<file path="config.mk">
export PLATFORM = sky130hd
export DESIGN_NAME = axi_burst_master
export DESIGN_NICKNAME = d
export VERILOG_FILES = /design/src/rtl/axi_burst_master.sv
export SDC_FILE = /design/constraint.sdc
export NUM_CORES = 1
export LEC_CHECK = 0
export ABC_AREA = 0
export CAP_MARGIN = 10
export CORE_AREA = 4 4 154 156
export DETAILED_ROUTE_END_ITERATION = 16
export DIE_AREA = 0 0 158 160
export PLACE_DENSITY = 0.76
export SYNTH_ARGS = -nofsm -noshare
export SYNTH_HDL_FRONTEND = slang
export SYNTH_SLANG_ARGS = --single-unit
</file>
<file path="constraint.sdc">
create_clock -name clk -period 3.3 [get_ports clk]
set_input_delay 0.495 -clock clk [delete_from_list [all_inputs] [get_ports clk]]
set_output_delay 0.495 -clock clk [all_outputs]
set_load 0.01 [all_outputs]
</file>
<file path="src/rtl/axi_burst_master.sv">
// axi_burst_master: independent AXI read and write burst engines.
// Define AXI_MASTER_LASTCHK_EN to fold RLAST/length mismatches into rd_err.
module axi_burst_master #(
  parameter int ADDR_W = 8,
  parameter int DATA_W = 8,
  parameter int ID_W   = 4,
  parameter int LEN_W  = 4,
  parameter int RESP_W = 2
) (
  input  logic                           clk,
  input  logic                           rst,
  input  logic                           rd_req,
  input  logic [ADDR_W-1:0]              rd_addr,
  input  logic [LEN_W-1:0]               rd_len,
  input  logic [ID_W-1:0]                rd_id,
  output logic                           rd_busy,
  output logic [DATA_W-1:0]              rd_data,
  output logic                           rd_data_valid,
  output logic                           rd_done,
  output logic                           rd_err,
  input  logic                           wr_req,
  input  logic [ADDR_W-1:0]              wr_addr,
  input  logic [LEN_W-1:0]               wr_len,
  input  logic [ID_W-1:0]                wr_id,
  input  logic [(2**LEN_W)*DATA_W-1:0]   wr_data,
  output logic                           wr_busy,
  output logic                           wr_done,
  output logic [RESP_W-1:0]              wr_resp,
  output logic                           ARVALID,
  input  logic                           ARREADY,
  output logic [ADDR_W-1:0]              ARADDR,
  output logic [LEN_W-1:0]               ARLEN,
  output logic [ID_W-1:0]                ARID,
  input  logic                           RVALID,
  output logic                           RREADY,
  input  logic [DATA_W-1:0]              RDATA,
  input  logic [RESP_W-1:0]              RRESP,
  input  logic                           RLAST,
  output logic                           AWVALID,
  input  logic                           AWREADY,
  output logic [ADDR_W-1:0]              AWADDR,
  output logic [LEN_W-1:0]               AWLEN,
  output logic [ID_W-1:0]                AWID,
  output logic                           WVALID,
  input  logic                           WREADY,
  output logic [DATA_W-1:0]              WDATA,
  output logic                           WLAST,
  input  logic                           BVALID,
  output logic                           BREADY,
  input  logic [RESP_W-1:0]              BRESP
);

  localparam int CW = LEN_W + 1;
  localparam int BW = (2**LEN_W) * DATA_W;

  typedef enum logic [1:0] {R_IDLE, R_ADDR, R_DATA} rstate_e;
  typedef enum logic [1:0] {W_IDLE, W_ADDR, W_DATA, W_RESP} wstate_e;

  rstate_e         rstate_q;
  wstate_e         wstate_q;
  logic [CW-1:0]   rcnt_q;
  logic [CW-1:0]   wcnt_q;
  logic [CW-1:0]   wcnt_d;
  logic [BW-1:0]   wbuf_q;
  logic            rbeat_err;

`ifdef AXI_MASTER_LASTCHK_EN
  assign rbeat_err = (RRESP != '0) ||
                     (RLAST != (rcnt_q == {1'b0, ARLEN}));
`else
  assign rbeat_err = (RRESP != '0);
`endif

  assign wcnt_d = wcnt_q + CW'(1);

  // busy stays high through the done cycle and drops one cycle later
  always_ff @(posedge clk) begin
    if (rst) begin
      rstate_q      <= R_IDLE;
      rcnt_q        <= '0;
      rd_busy       <= 1'b0;
      rd_data       <= '0;
      rd_data_valid <= 1'b0;
      rd_done       <= 1'b0;
      rd_err        <= 1'b0;
      ARVALID       <= 1'b0;
      ARADDR        <= '0;
      ARLEN         <= '0;
      ARID          <= '0;
      RREADY        <= 1'b0;
    end else begin
      rd_data_valid <= 1'b0;
      rd_done       <= 1'b0;
      unique case (rstate_q)
        R_IDLE: begin
          rd_busy <= 1'b0;
          if (rd_req && !rd_busy) begin
            ARVALID  <= 1'b1;
            ARADDR   <= rd_addr;
            ARLEN    <= rd_len;
            ARID     <= rd_id;
            rd_err   <= 1'b0;
            rd_busy  <= 1'b1;
            rstate_q <= R_ADDR;
          end
        end
        R_ADDR: begin
          if (ARVALID && ARREADY) begin
            ARVALID  <= 1'b0;
            RREADY   <= 1'b1;
            rcnt_q   <= '0;
            rstate_q <= R_DATA;
          end
        end
        R_DATA: begin
          if (RVALID && RREADY) begin
            rd_data       <= RDATA;
            rd_data_valid <= 1'b1;
            rd_err        <= rd_err | rbeat_err;
            rcnt_q        <= rcnt_q + CW'(1);
            if (RLAST) begin
              RREADY   <= 1'b0;
              rd_done  <= 1'b1;
              rstate_q <= R_IDLE;
            end
          end
        end
        default: rstate_q <= R_IDLE;
      endcase
    end
  end

  // beats are shifted out of wbuf_q, so WDATA is always its low slice
  always_ff @(posedge clk) begin
    if (rst) begin
      wstate_q <= W_IDLE;
      wcnt_q   <= '0;
      wbuf_q   <= '0;
      wr_busy  <= 1'b0;
      wr_done  <= 1'b0;
      wr_resp  <= '0;
      AWVALID  <= 1'b0;
      AWADDR   <= '0;
      AWLEN    <= '0;
      AWID     <= '0;
      WVALID   <= 1'b0;
      WDATA    <= '0;
      WLAST    <= 1'b0;
      BREADY   <= 1'b0;
    end else begin
      wr_done <= 1'b0;
      unique case (wstate_q)
        W_IDLE: begin
          wr_busy <= 1'b0;
          if (wr_req && !wr_busy) begin
            AWVALID  <= 1'b1;
            AWADDR   <= wr_addr;
            AWLEN    <= wr_len;
            AWID     <= wr_id;
            wbuf_q   <= wr_data;
            wr_busy  <= 1'b1;
            wstate_q <= W_ADDR;
          end
        end
        W_ADDR: begin
          if (AWVALID && AWREADY) begin
            AWVALID  <= 1'b0;
            WVALID   <= 1'b1;
            wcnt_q   <= '0;
            WDATA    <= wbuf_q[DATA_W-1:0];
            wbuf_q   <= wbuf_q >> DATA_W;
            WLAST    <= (AWLEN == '0);
            wstate_q <= W_DATA;
          end
        end
        W_DATA: begin
          if (WVALID && WREADY) begin
            if (WLAST) begin
              WVALID   <= 1'b0;
              WLAST    <= 1'b0;
              BREADY   <= 1'b1;
              wstate_q <= W_RESP;
            end else begin
              wcnt_q <= wcnt_d;
              WDATA  <= wbuf_q[DATA_W-1:0];
              wbuf_q <= wbuf_q >> DATA_W;
              WLAST  <= (wcnt_d == {1'b0, AWLEN});
            end
          end
        end
        W_RESP: begin
          if (BVALID && BREADY) begin
            wr_resp  <= BRESP;
            wr_done  <= 1'b1;
            BREADY   <= 1'b0;
            wstate_q <= W_IDLE;
          end
        end
        default: wstate_q <= W_IDLE;
      endcase
    end
  end

endmodule

</file>
Word level (Yosys, flattened, before mapping)
Index checks and enable logic that the tools add are counted.
- add/sub/neg operators: 1
- muxes and demuxes: 54
- equal/unequal tests: 16
- bitwise operators: 4
- reductions and logical operators: 38
- operators by type and width (kind ; number):
    128-bit 2-to-1 mux ; 4
    128-bit case mux with 3 select lines ; 1
    8-bit 2-to-1 mux ; 3
    1-bit 2-to-1 mux ; 23
    2-bit inequality test, second input constant ; 10
    4-bit AND reduction ; 5
    2-bit 2-to-1 mux ; 9
    8-bit case mux with 2 select lines ; 1
    5-bit 2-to-1 mux ; 3
    1-bit case mux with 2 select lines ; 7
    2-bit nonzero test ; 7
    3-bit AND reduction ; 4
    5-bit case mux with 2 select lines ; 1
    5-bit AND reduction ; 2
    2-bit case mux with 4 select lines ; 1
    2-bit AND reduction ; 4
    1-bit logical AND ; 7
    2-bit == test, second input constant ; 3
    2-bit case mux with 3 select lines ; 1
    5-bit by 1-bit adder with 5-bit output, second input constant ; 1
    5-bit by 4-bit == test with 1-bit output ; 1
    2-bit by 1-bit == test with 1-bit output, second input constant ; 2
    2-bit logical NOT ; 2
    4-bit logical NOT ; 1
    other kinds (6) ; 10
- flip-flop bits (word level): 199
- bits of input ports: 182
- logic and storage cells: 138
- output and inout bits: 62

Longest topological paths before layout
Gate-level depths: netlist (run 1).
- word-level depth: 5
- mapped depth: 9
- depth with buffers taken out: 6

Least setup slack after synthesis (run 1)
No wires, ideal clock.
- path kind: register to register
- start point: register wstate_q[0]
- end point: register wbuf_q[56]
- path slack: 1.386 ns
- setup time: 0.091 ns
- buffers on the path: 3
- period minus slack after synthesis: 1.914 ns
- arrival: 1.823 ns
- stages on the path, launching flop included: 8
- required time: 3.209 ns
- path through: dfxtp_1 inv_1 ha_1 buf_4 buf_4 buf_1 mux2i_1 a311oi_1
- longest elaborated chain between the ends: 3
- elaborated cells between the ends (all ways): 10
- classes of those cells: eq/ne (6); mux (1); reduce/logical (3)
- ends and longest elaborated chain (item ; line ; source):
    from (decl) ; 60 ; wstate_e wstate_q;
    from (signal assigned) ; 136 ; wstate_q <= W_IDLE;
    from (signal assigned) ; 162 ; wstate_q <= W_ADDR;
    from (signal assigned) ; 173 ; wstate_q <= W_DATA;
    2-bit == test, or another cell as far along ; 152 ; unique case (wstate_q)
    2-bit inequality test (no line) / 3-bit nonzero test (equally long branches) ; n/a ;
    5-bit AND reduction (no line) ; n/a ;
    to (signal assigned) ; 160 ; wbuf_q <= wr_data;
    to (signal assigned) ; 171 ; wbuf_q <= wbuf_q >> DATA_W;
    to (signal assigned) ; 186 ; wbuf_q <= wbuf_q >> DATA_W;
    to (decl) ; 64 ; logic [BW-1:0] wbuf_q;
Parallel ways exist; a longest one is shown, timed or not.
A chain may end at the register's enable or synchronous reset.

Worst setup path after layout (run 1)
- start point: register wstate_q[0]
- end point: register wbuf_q[104]
The elaborated chain is that of the path after synthesis.

==> metrics.yaml, run 1 <==
sta:
  min_period_ps: 2500
  grt_setup_unrepaired: "no"
  fin_setup_tns_ps: 0
  finalCritPeriodShare_pct: 75.8
  maxSlewViolCount: 0
  fin_ws_ps: 800
  fin_skew_ps: 10.9
  hold_violations: 0
  fmax_ghz: 0.400
  setup_violations: 0
  slew-limit-headroom_pct: 37.3
  tightest_slew_ps: 940
setup_path:
  cp.arrival_ps: 2820
  path_buf_inv: 2
  cp-start-kind: "flip-flop"
  crit_family: "compound AO/OA/AOI/OAI gates"
  critPathSlowestCell: "a221oi_4"
  crit_type: "flip-flop to flip-flop"
  crit_chain: "inv_1 > ha_1 > a221oi_4 > buf_4 > a21oi_1 > a311oi_1"
  cp_max_fo: 52
  slowest_delay_ps: 530
  required_ps: 3620
  critical_path.endpoint_type: "flip-flop"
power_and_ir_drop:
  pwr_density_cell_nw_per_um2: 902
  p_sw_share_pct: 38.5
  combPwrFrac_pct: 47.2
  p_seq_share_pct: 32.3
  clkPwrFrac_pct: 20.5
  ir_drop_mv: 0.971
  p_leak_nw: 4.27
  p_int_w: 0.00667
  p_sw_w: 0.00418
run:
  cap_violations: 0
floorplan:
  ios: 244
  core-area_sq_um: 22400
  dieArea_sq_um: 25300
  die_w_um: 158
  die_y_um: 160
  start_util_pct: 39.4
  rows: 55
place:
  dp_slack_ps: 548
  gp_congestion: 0.819
  dp_cells: 1383
  portBuffers: 243
  hpwl_um: 16600
routing:
  vias_per_cell: 5.44
  final_antenna_net_count: 0
  drt-initial-drc-count: 627
  drt-total-wl_um: 24500
  drt-pass1-iter-count: 5
  drc: 0
  wl_per_cell_um: 17.3
  vias: 7693
synthesis:
  synth-edff-count: 0
  ys_types: 52
  yosysWarnings: 0
  synthCells: 939
  synth_ff_type: "dfxtp_1"
  synth-async-reset-ratio_pct: 0
  syn_nets: 1127
  syn-cell-area_sq_um: 8820
  synth_seq_cells: 199
  seq_area_frac_synth_pct: 45.2
  avgSynthCellArea_sq_um: 9.39
clock_tree:
  postCtsHoldBufs: 0
  clkTransAtPathRegs_ps: 80
  root_buffer: "clkbuf_16"
  numClockSinks: 199
  cts_inserted_buffers: 17
  clk_latency_ps: 420
  htree_levels: 4
  postCtsResizedCells: 0
  post-cts-setup-buffer-count: 0
  clockBufferDepth: 2
  cts_tree: "yes"
run_status:
  status: "complete, no violations"
final_layout:
  multi_input_area_sq_um: 4370
  final_cells: 1415
  fillers: 1996
  drive_above_1_share_pct: 5.49
  mostFrequentLayoutCells: "clkdlybuf4s50_1 (242), dfxtp_1 (199), a21oi_1 (181)"
  seq_area_sq_um: 3980
  areaGrowthSynthToFinish_pct: 36.4
  nets: 1305
  num_antenna_cells: 0
  mostFrequentLayoutCell: "clkdlybuf4s50_1"
global_route:
  grt_pass1_wl_um: 38500
  track_usage_pct: 18.6
  grt_pass1_vias: 7385
  gr-total-overflow: 0
  antenna_found_initial: 2
  grt_max_degree: 125
min_path:
  hold_path_class: "flip-flop to flip-flop"
==> Yosys cell counts, types with 2 or more instances <==
cell type	count	area [sq um]
a21boi_0	2	15.0
a21o_1	3	22.5
a21oi_1	181	906
a22oi_1	2	15.0
a311oi_1	120	1050
a31oi_1	2	12.5
buf_1	3	11.3
buf_2	19	95.1
buf_4	8	60.1
clkbuf_1	69	259
dfxtp_1	199	3980
ha_1	6	75.1
inv_1	6	22.5
mux2i_1	132	1320
nand2_1	90	338
nand2b_1	4	25.0
nand3_1	10	50.1
nand4_1	9	56.3
nor2_1	23	86.3
nor2b_1	2	12.5
nor3_1	5	25.0
o211ai_1	2	15.0
o21ai_0	11	55.1
xnor2_1	3	26.3
==> worst min-delay path: stages (launching register included) <==
cell,delay (ps)
dfxtp_1,310
nand2_1,50
a21oi_1,50
==> power by group through the flow <==
stage | logic (W) | clock network [W] | registers [W]
final | 0.00512 | 0.00222 | 0.00351
after global routing | 0.00566 | 0.00236 | 0.00360
after CTS | 0.00513 | 0.00228 | 0.00351
after detailed placement | 0.00510 | 0 | 0.00356
after global placement | 0.00501 | 0 | 0.00355
after floorplan | 0.00404 | 0 | 0.00348
==> cell families (layout without fill, tap and decap cells) <==
kind of cell,after synthesis,count (layout),synth area share [%]
buffers and inverters,109,300,5.38
AND/OR/NAND/NOR,155,155,8.02
adder cells (fa/ha/maj),6,6,0.852
flip-flops,199,199,45.2
XOR/XNOR,4,4,0.397
AO/OA/AOI/OAI,334,334,25.2
multiplexers,132,132,15.0
==> final timing paths <==
| check | endpoint | cells after the start | start | slack [ps] |
|---|---|---|---|---|
| hold / removal | ARID[2] | 2 | ARID[2] | 460 |
| setup reg to reg | wbuf_q[104] | 6 | wstate_q[0] | 800 |
| hold reg to reg | ARID[2] | 2 | ARID[2] | 460 |
| setup / recovery | wbuf_q[104] | 6 | wstate_q[0] | 800 |
==> metrics by stage <==
step | total power [W] | util (%) | hold WS [ps] | instance area (sq um)
2_1_floorplan | 0.00752 | - | 450 | 8820
3_3_place_gp | 0.00856 | 50.9 | 441 | 11400
3_5_place_dp | 0.00866 | 50.9 | 446 | 11400
4_1_cts | 0.0109 | 53.8 | 456 | 12000
5_1_grt | 0.0116 | 53.8 | 468 | 12000
6_report | 0.0109 | 53.8 | 455 | 12000
==> state kept, by name (all words and copies together) (netlist names), 2 cells and up <==
name / count
ARADDR: 8
ARID: 4
ARLEN: 4
AWADDR: 8
AWID: 4
AWLEN: 4
WDATA: 8
rd_data: 8
rstate_q: 2
wbuf_q: 128
wcnt_q: 5
wr_resp: 2
wstate_q: 2
==> routing by layer <==
layer | global-route usage (%) | part of all wire [%] | vias up
met5 | 0 | 0.14 | -
li1 | - | - | 3919
met2 | 30.0 | 47 | 218
met1 | 24.7 | 45 | 3539
met4 | 3.61 | 0.86 | 4
met3 | 6.02 | 7.5 | 13
==> final cells by class <==
class                   count  share of cell area, %
repair buffers            260                   22.0
multi-input cells         631                   36.3
well taps                 285                   2.96
clock inverters            15                   1.74
inverters                   8                  0.291
flip-flops and latches    199                   33.1
clock buffers              17                   3.54
(Power assumes the default switching activity.)
==> run 2, diff against run 1 <==
--- a/config.mk
+++ b/config.mk
@@ -10,7 +10,7 @@
 export CORE_AREA = 4 4 154 156
 export DETAILED_ROUTE_END_ITERATION = 16
 export DIE_AREA = 0 0 158 160
-export PLACE_DENSITY = 0.76
+export PLACE_DENSITY = 0.78
 export SYNTH_ARGS = -nofsm -noshare
 export SYNTH_HDL_FRONTEND = slang
 export SYNTH_SLANG_ARGS = --single-unit
==> constraint.sdc (replaced) <==
create_clock -name clk -period 2.29 [get_ports clk]
set_input_delay 0.3435 -clock clk [delete_from_list [all_inputs] [get_ports clk]]
set_output_delay 0.3435 -clock clk [all_outputs]
set_load 0.01 [all_outputs]
==> run 2 against run 1 <==
Effect of this change: core utilization rose by 1.3 points; sequential share of layout area fell by 0.80 points; critical path depth rose by 2; maximum frequency rose by 19%; combinational power rose by 57%; die area did not move; non-clock buffer count rose by 23; global-route usage rose by 0.78 points; critical endpoint is now wbuf_q[40]; largest cell class unchanged; largest power group unchanged.
==> metrics.yaml, run 2 (synthesis gave the netlist of run 1 again) <==
final_layout:
  utilization_pct: 55.1  # +1.3 points
  mostFrequentLayoutCell: "clkdlybuf4s50_1"
  top_register: "wbuf_q"
  seq_area_sq_um: 3980  # unchanged
  largest_register_ffs: 128  # unchanged
  nets: 1328  # +1.8%
  areaGrowthSynthToFinish_pct: 39.8
  multi_input_area_sq_um: 4370  # unchanged
  final_area_sq_um: 12300  # +2.5%
  mostFrequentLayoutCells: "clkdlybuf4s50_1 (242), dfxtp_1 (199), a21oi_1 (181)"
  drive_above_1_share_pct: 7.37  # +1.9 points
  fillers: 1953  # -2.2%
global_route:
  antenna_found_initial: 6  # +4
  grt_pass1_vias: 7768  # +5.2%
  track_usage_pct: 19.4  # +0.78 points
  gr-total-overflow: 0  # unchanged
  grt_pass1_wl_um: 40100  # +4.4%
  grt_max_degree: 70  # -44%
routing:
  drt-total-wl_um: 25500  # +3.9%
  drt-initial-drc-count: 616  # -1.8%
  drt-pass1-iter-count: 5  # unchanged
  drc: 0  # unchanged
  wl_per_cell_um: 17.7  # +1.9%
  vias_per_cell: 5.51  # +1.3%
  vias: 7941  # +3.2%
  final_antenna_net_count: 0  # unchanged
clock_tree:
  cts_inserted_buffers: 17  # unchanged
  htree_levels: 4  # unchanged
  post-cts-setup-buffer-count: 0  # unchanged
  numClockSinks: 199  # unchanged
  cts_tree: "yes"
  postCtsResizedCells: 0  # unchanged
  clk_latency_ps: 430  # about the same
  root_buffer: "clkbuf_16"
  clkTransAtPathRegs_ps: 80  # about the same
  postCtsHoldBufs: 0  # unchanged
  clockBufferDepth: 2  # unchanged
power_and_ir_drop:
  ir_drop_mv: 0.723  # -25%
  pwr_density_cell_nw_per_um2: 1320  # +46%
  p_leak_nw: 4.43  # +3.7%
floorplan:
  ios: 244  # unchanged
  rows: 55  # unchanged
  dieArea_sq_um: 25300  # unchanged
  start_util_pct: 39.4  # unchanged
  die_w_um: 158  # unchanged
  core-area_sq_um: 22400  # unchanged
  die_y_um: 160  # unchanged
setup_path:
  crit_type: "flip-flop to flip-flop"
  reg2reg_depth: 8  # +2
  cp_max_fo: 43  # -17%
  crit-reg2reg-launch: "wstate_q[1]"
  crit_chain: "inv_1 > ha_1 > a21boi_2 > a221oi_4 > buf_12 > buf_12 > a21oi_1 > a311oi_1"
  path_buf_inv: 3  # +1
  cp-start-kind: "flip-flop"
  crit_family: "compound AO/OA/AOI/OAI gates"
  worst-r2r-setup-slack_ps: 180  # -620 ps
  critical_path.endpoint_type: "flip-flop"
  required_ps: 2630  # -990 ps
  worst_path_most_repeated_cell: "buf_12"
  critPathSlowestCell: "dfxtp_1"
  cp.arrival_ps: 2440  # -380 ps
  slowest_delay_ps: 390  # -140 ps
  r2r_end: "wbuf_q[40]"
place:
  gp_congestion: 0.832  # +1.6%
  dpl_cell_area_sq_um: 11700  # +2.5%
  portBuffers: 243  # unchanged
  hpwl_um: 17900  # +7.8%
min_path:
  hold_path_class: "input port to flip-flop"
  hold-path-endpoint: "WVALID"
  min_from: "rst"
  holdPathStages: 2  # unchanged
sta:
  finalCritPeriodShare_pct: 91.9  # +16 points
  grt_setup_unrepaired: "no"
  setup_violations: 0  # unchanged
  fin_skew_ps: 8.95  # -1.91 ps
  maxSlewViolCount: 0  # unchanged
  slew-limit-headroom_pct: 60.9  # +24 points
  min_period_ps: 2110  # -395 ps
  tightest_slew_ps: 586  # -353 ps
  hold_violations: 0  # unchanged
  fmax_ghz: 0.475  # +19%
run_status:
  status: "complete, no violations"
run:
  cap_violations: 0  # unchanged
## run 2: per-stage QoR
step | worst slack (ps) | cells | total power, W | hold slack [ps] | setup TNS [ps]
final | 185 | 1442 | 0.0163 | 386 | 0
after global routing | 53.0 | 1442 | 0.0173 | 389 | 0
after CTS | 180 | 1438 | 0.0164 | 357 | 0
after detailed placement | -7.81 | 1406 | 0.0132 | 445 | -7.81
after global placement | 68.0 | 1406 | 0.0129 | 441 | 0
after floorplan | 376 | 939 | 0.0108 | 450 | 0
## run 2: final cells by class
cell class	count	area share [%]
clock buffer	17	3.45
tap	285	2.89
multi-input combinational	631	35.5
antenna	4	0.0812
timing repair buffer	283	23.8
inverter	8	0.284
sequential	199	32.3
clock inverter	15	1.72
## run 2: power breakdown
group	switching [W]	leakage [nW]	internal (W)
sequential	0.000608	1.64	0.00448
combinational	0.00412	2.48	0.00392
clock	0.00155	0.303	0.00159
## run 2: how the worst max path moves through the flow
stage	endpoint	start	depth (start not counted)
floorplan	wbuf_q[56]	wstate_q[0]	7
global placement	wbuf_q[50]	WREADY	7
detailed placement	wbuf_q[40]	WREADY	7
CTS	wbuf_q[94]	wstate_q[1]	8
global route	wbuf_q[14]	wstate_q[1]	8
finish	wbuf_q[40]	wstate_q[1]	8
## run 2: per-layer routing
layer	part of all wire [%]	wire (um)	track usage [%]
met5	0.098	25	0
met4	2.5	636	6.63
met3	7.4	1900	5.66
met2	46	11800	30.3
met1	44	11100	25.7
==> run 3, diff against run 2 <==
--- a/config.mk
+++ b/config.mk
@@ -11,6 +11,7 @@
 export DETAILED_ROUTE_END_ITERATION = 16
 export DIE_AREA = 0 0 158 160
 export PLACE_DENSITY = 0.78
+export SETUP_SLACK_MARGIN = 0.5
 export SYNTH_ARGS = -nofsm -noshare
 export SYNTH_HDL_FRONTEND = slang
 export SYNTH_SLANG_ARGS = --single-unit
==> run 3 against run 2 <==
Effect of this change: maximum frequency up 5.0%; largest cell class unchanged; final cell count up 4.0%; clock power down 3%.
==> metrics.yaml, run 3 (synthesis gave the netlist of run 1 again) <==
run_status:
  status: "complete, no violations"
routing:
  wl_met2_um: 14600  # +23%
  wl_met1_um: 12300  # +11%
  vias: 8606  # +8.4%
  drt-pass1-iter-count: 5  # unchanged
  drc: 0  # unchanged
  wl_met3_um: 2280  # +20%
  vias_per_cell: 5.74  # +4.2%
  drt-initial-drc-count: 598  # -2.9%
  maxUsedRoutingLayer: "met5"
  drt-total-wl_um: 30200  # +19%
  wl_per_cell_um: 20.1  # +14%
  final_antenna_net_count: 0  # unchanged
global_route:
  antenna_found_initial: 4  # -2
  grt_max_degree: 60  # -14%
  track_usage_pct: 21.6  # +2.2 points
  grt_pass1_wl_um: 44200  # +10%
  grt_pass1_vias: 8373  # +7.8%
  gr-total-overflow: 0  # unchanged
sta:
  tightest_slew_ps: 608  # +21.9 ps
  hold_violations: 0  # unchanged
  slew-limit-headroom_pct: 59.4  # -1.5 points
  grt_setup_unrepaired: "yes"
  fin_skew_ps: 15.2  # +6.25 ps
  setup_violations: 0  # unchanged
  fin_setup_tns_ps: 0  # unchanged
  finalCritPeriodShare_pct: 87.5  # -4.4 points
  maxSlewViolCount: 0  # unchanged
  fmax_ghz: 0.499  # +5.0%
  min_period_ps: 2000  # -101 ps
final_layout:
  seq_area_sq_um: 3990  # +0.22%
  areaGrowthSynthToFinish_pct: 59.0
  multi_input_area_sq_um: 4880  # +12%
  utilization_pct: 62.7  # +7.6 points
  mostFrequentLayoutCell: "clkdlybuf4s50_1"
  largest_register_ffs: 128  # unchanged
  fillers: 1666  # -15%
  mostFrequentLayoutCells: "clkdlybuf4s50_1 (235), dfxtp_1 (194), a21oi_1 (146)"
  top_register: "wbuf_q"
  nets: 1387  # +4.4%
  final_cells: 1500  # +4.0%
  drive_above_1_share_pct: 19.1  # +12 points
power_and_ir_drop:
  pwr_density_cell_nw_per_um2: 1530  # +16%
  ir_drop_mv: 0.776  # +7.3%
  p_leak_nw: 5.15  # +16%
  power_w: 0.0214  # +32%
clock_tree:
  root_buffer: "clkbuf_16"
  htree_levels: 4  # unchanged
  postCtsHoldBufs: 0  # unchanged
  clockBufferDepth: 2  # unchanged
  cts_tree: "yes"
  numClockSinks: 199  # unchanged
  cts_inserted_buffers: 17  # unchanged
  clkTransAtPathRegs_ps: 80  # about the same
  clk_latency_ps: 440  # about the same
setup_path:
  slowest_delay_ps: 360  # -30 ps
  critPathSlowestCell: "dfxtp_2"
  worst_path_most_repeated_cell: "buf_12"
  worst-r2r-setup-slack_ps: 290  # +100 ps
  cp_max_fo: 5  # -88%
  cp.arrival_ps: 2340  # -100 ps
  critical_path.endpoint_type: "flip-flop"
  cp-start-kind: "flip-flop"
  crit_type: "flip-flop to flip-flop"
  crit_chain: "inv_4 > ha_4 > a21boi_4 > a221oi_4 > buf_12 > buf_8 > buf_12 > buf_12 > buf_16 > a21oi_1 > a311oi_1"
  required_ps: 2620  # about the same
floorplan:
  dieArea_sq_um: 25300  # unchanged
  core-area_sq_um: 22400  # unchanged
  die_w_um: 158  # unchanged
  rows: 55  # unchanged
  die_y_um: 160  # unchanged
  start_util_pct: 39.4  # unchanged
  ios: 244  # unchanged
place:
  gp_congestion: 0.821  # -1.3%
  portBuffers: 243  # unchanged
  dp_cells: 1408  # +0.14%
  hpwl_um: 17800  # -0.74%
run:
  cap_violations: 0  # unchanged
min_path:
  hold_path_class: "input port to flip-flop"
[run 3: metal layers]
layer / GRT usage, % / vias up
met5: 0 / -
met4: 9.03 / 2
met3: 5.72 / 65
met2: 34.1 / 321
met1: 27.8 / 4124
li1: - / 4094
[run 3: final cells by class]
class / instances / share of cell area, %
repair buffers: 341 / 29.4
inverters: 8 / 0.455
clock inverters: 14 / 1.16
multi-input cells: 631 / 34.8
diodes: 3 / 0.0536
flip-flops and latches: 199 / 28.5
repair inverters: 1 / 0.0625
well taps: 285 / 2.54
clock buffers: 18 / 3.06
[run 3: what timing repair did]
item,in CTS,in global routing
pin swaps,69,96
endpoints found under the setup margin,128,141
gates cloned,19,8
setup buffers,18,12
resized for setup,72,94
[run 3: stage by stage]
step	setup WS, ps	hold WS [ps]	instance area [sq um]
floorplan	506	449	8850
global route	193	397	14000
finish	286	399	14000
detailed placement	11.7	445	11700
global placement	116	441	11700
CTS	372	338	13300
[run 3: path summary, 6_finish.rpt]
check,from,endpoint,cells past startpoint
worst min register to register,rd_data[0],rd_data[0],2
worst max-delay path,wstate_q[1],wbuf_q[23],11
worst min-delay path,rst,wcnt_q[0],2
worst max register to register,wstate_q[1],wbuf_q[23],11
[run 3: power by group]
part | switching (W) | internal (W) | total (W)
sequential | 0.000688 | 0.00449 | 0.00518
clock | 0.00149 | 0.00156 | 0.00305
combinational | 0.00585 | 0.00733 | 0.0132
[run 3: worst max-delay path, delay by kind of cell, from the launching register on]
kind | cells | cell delay [ps]
buffers and inverters | 6 | 680
DFF | 1 | 360
adders and majority gates | 1 | 160
AOI/OAI and AO/OA | 4 | 680
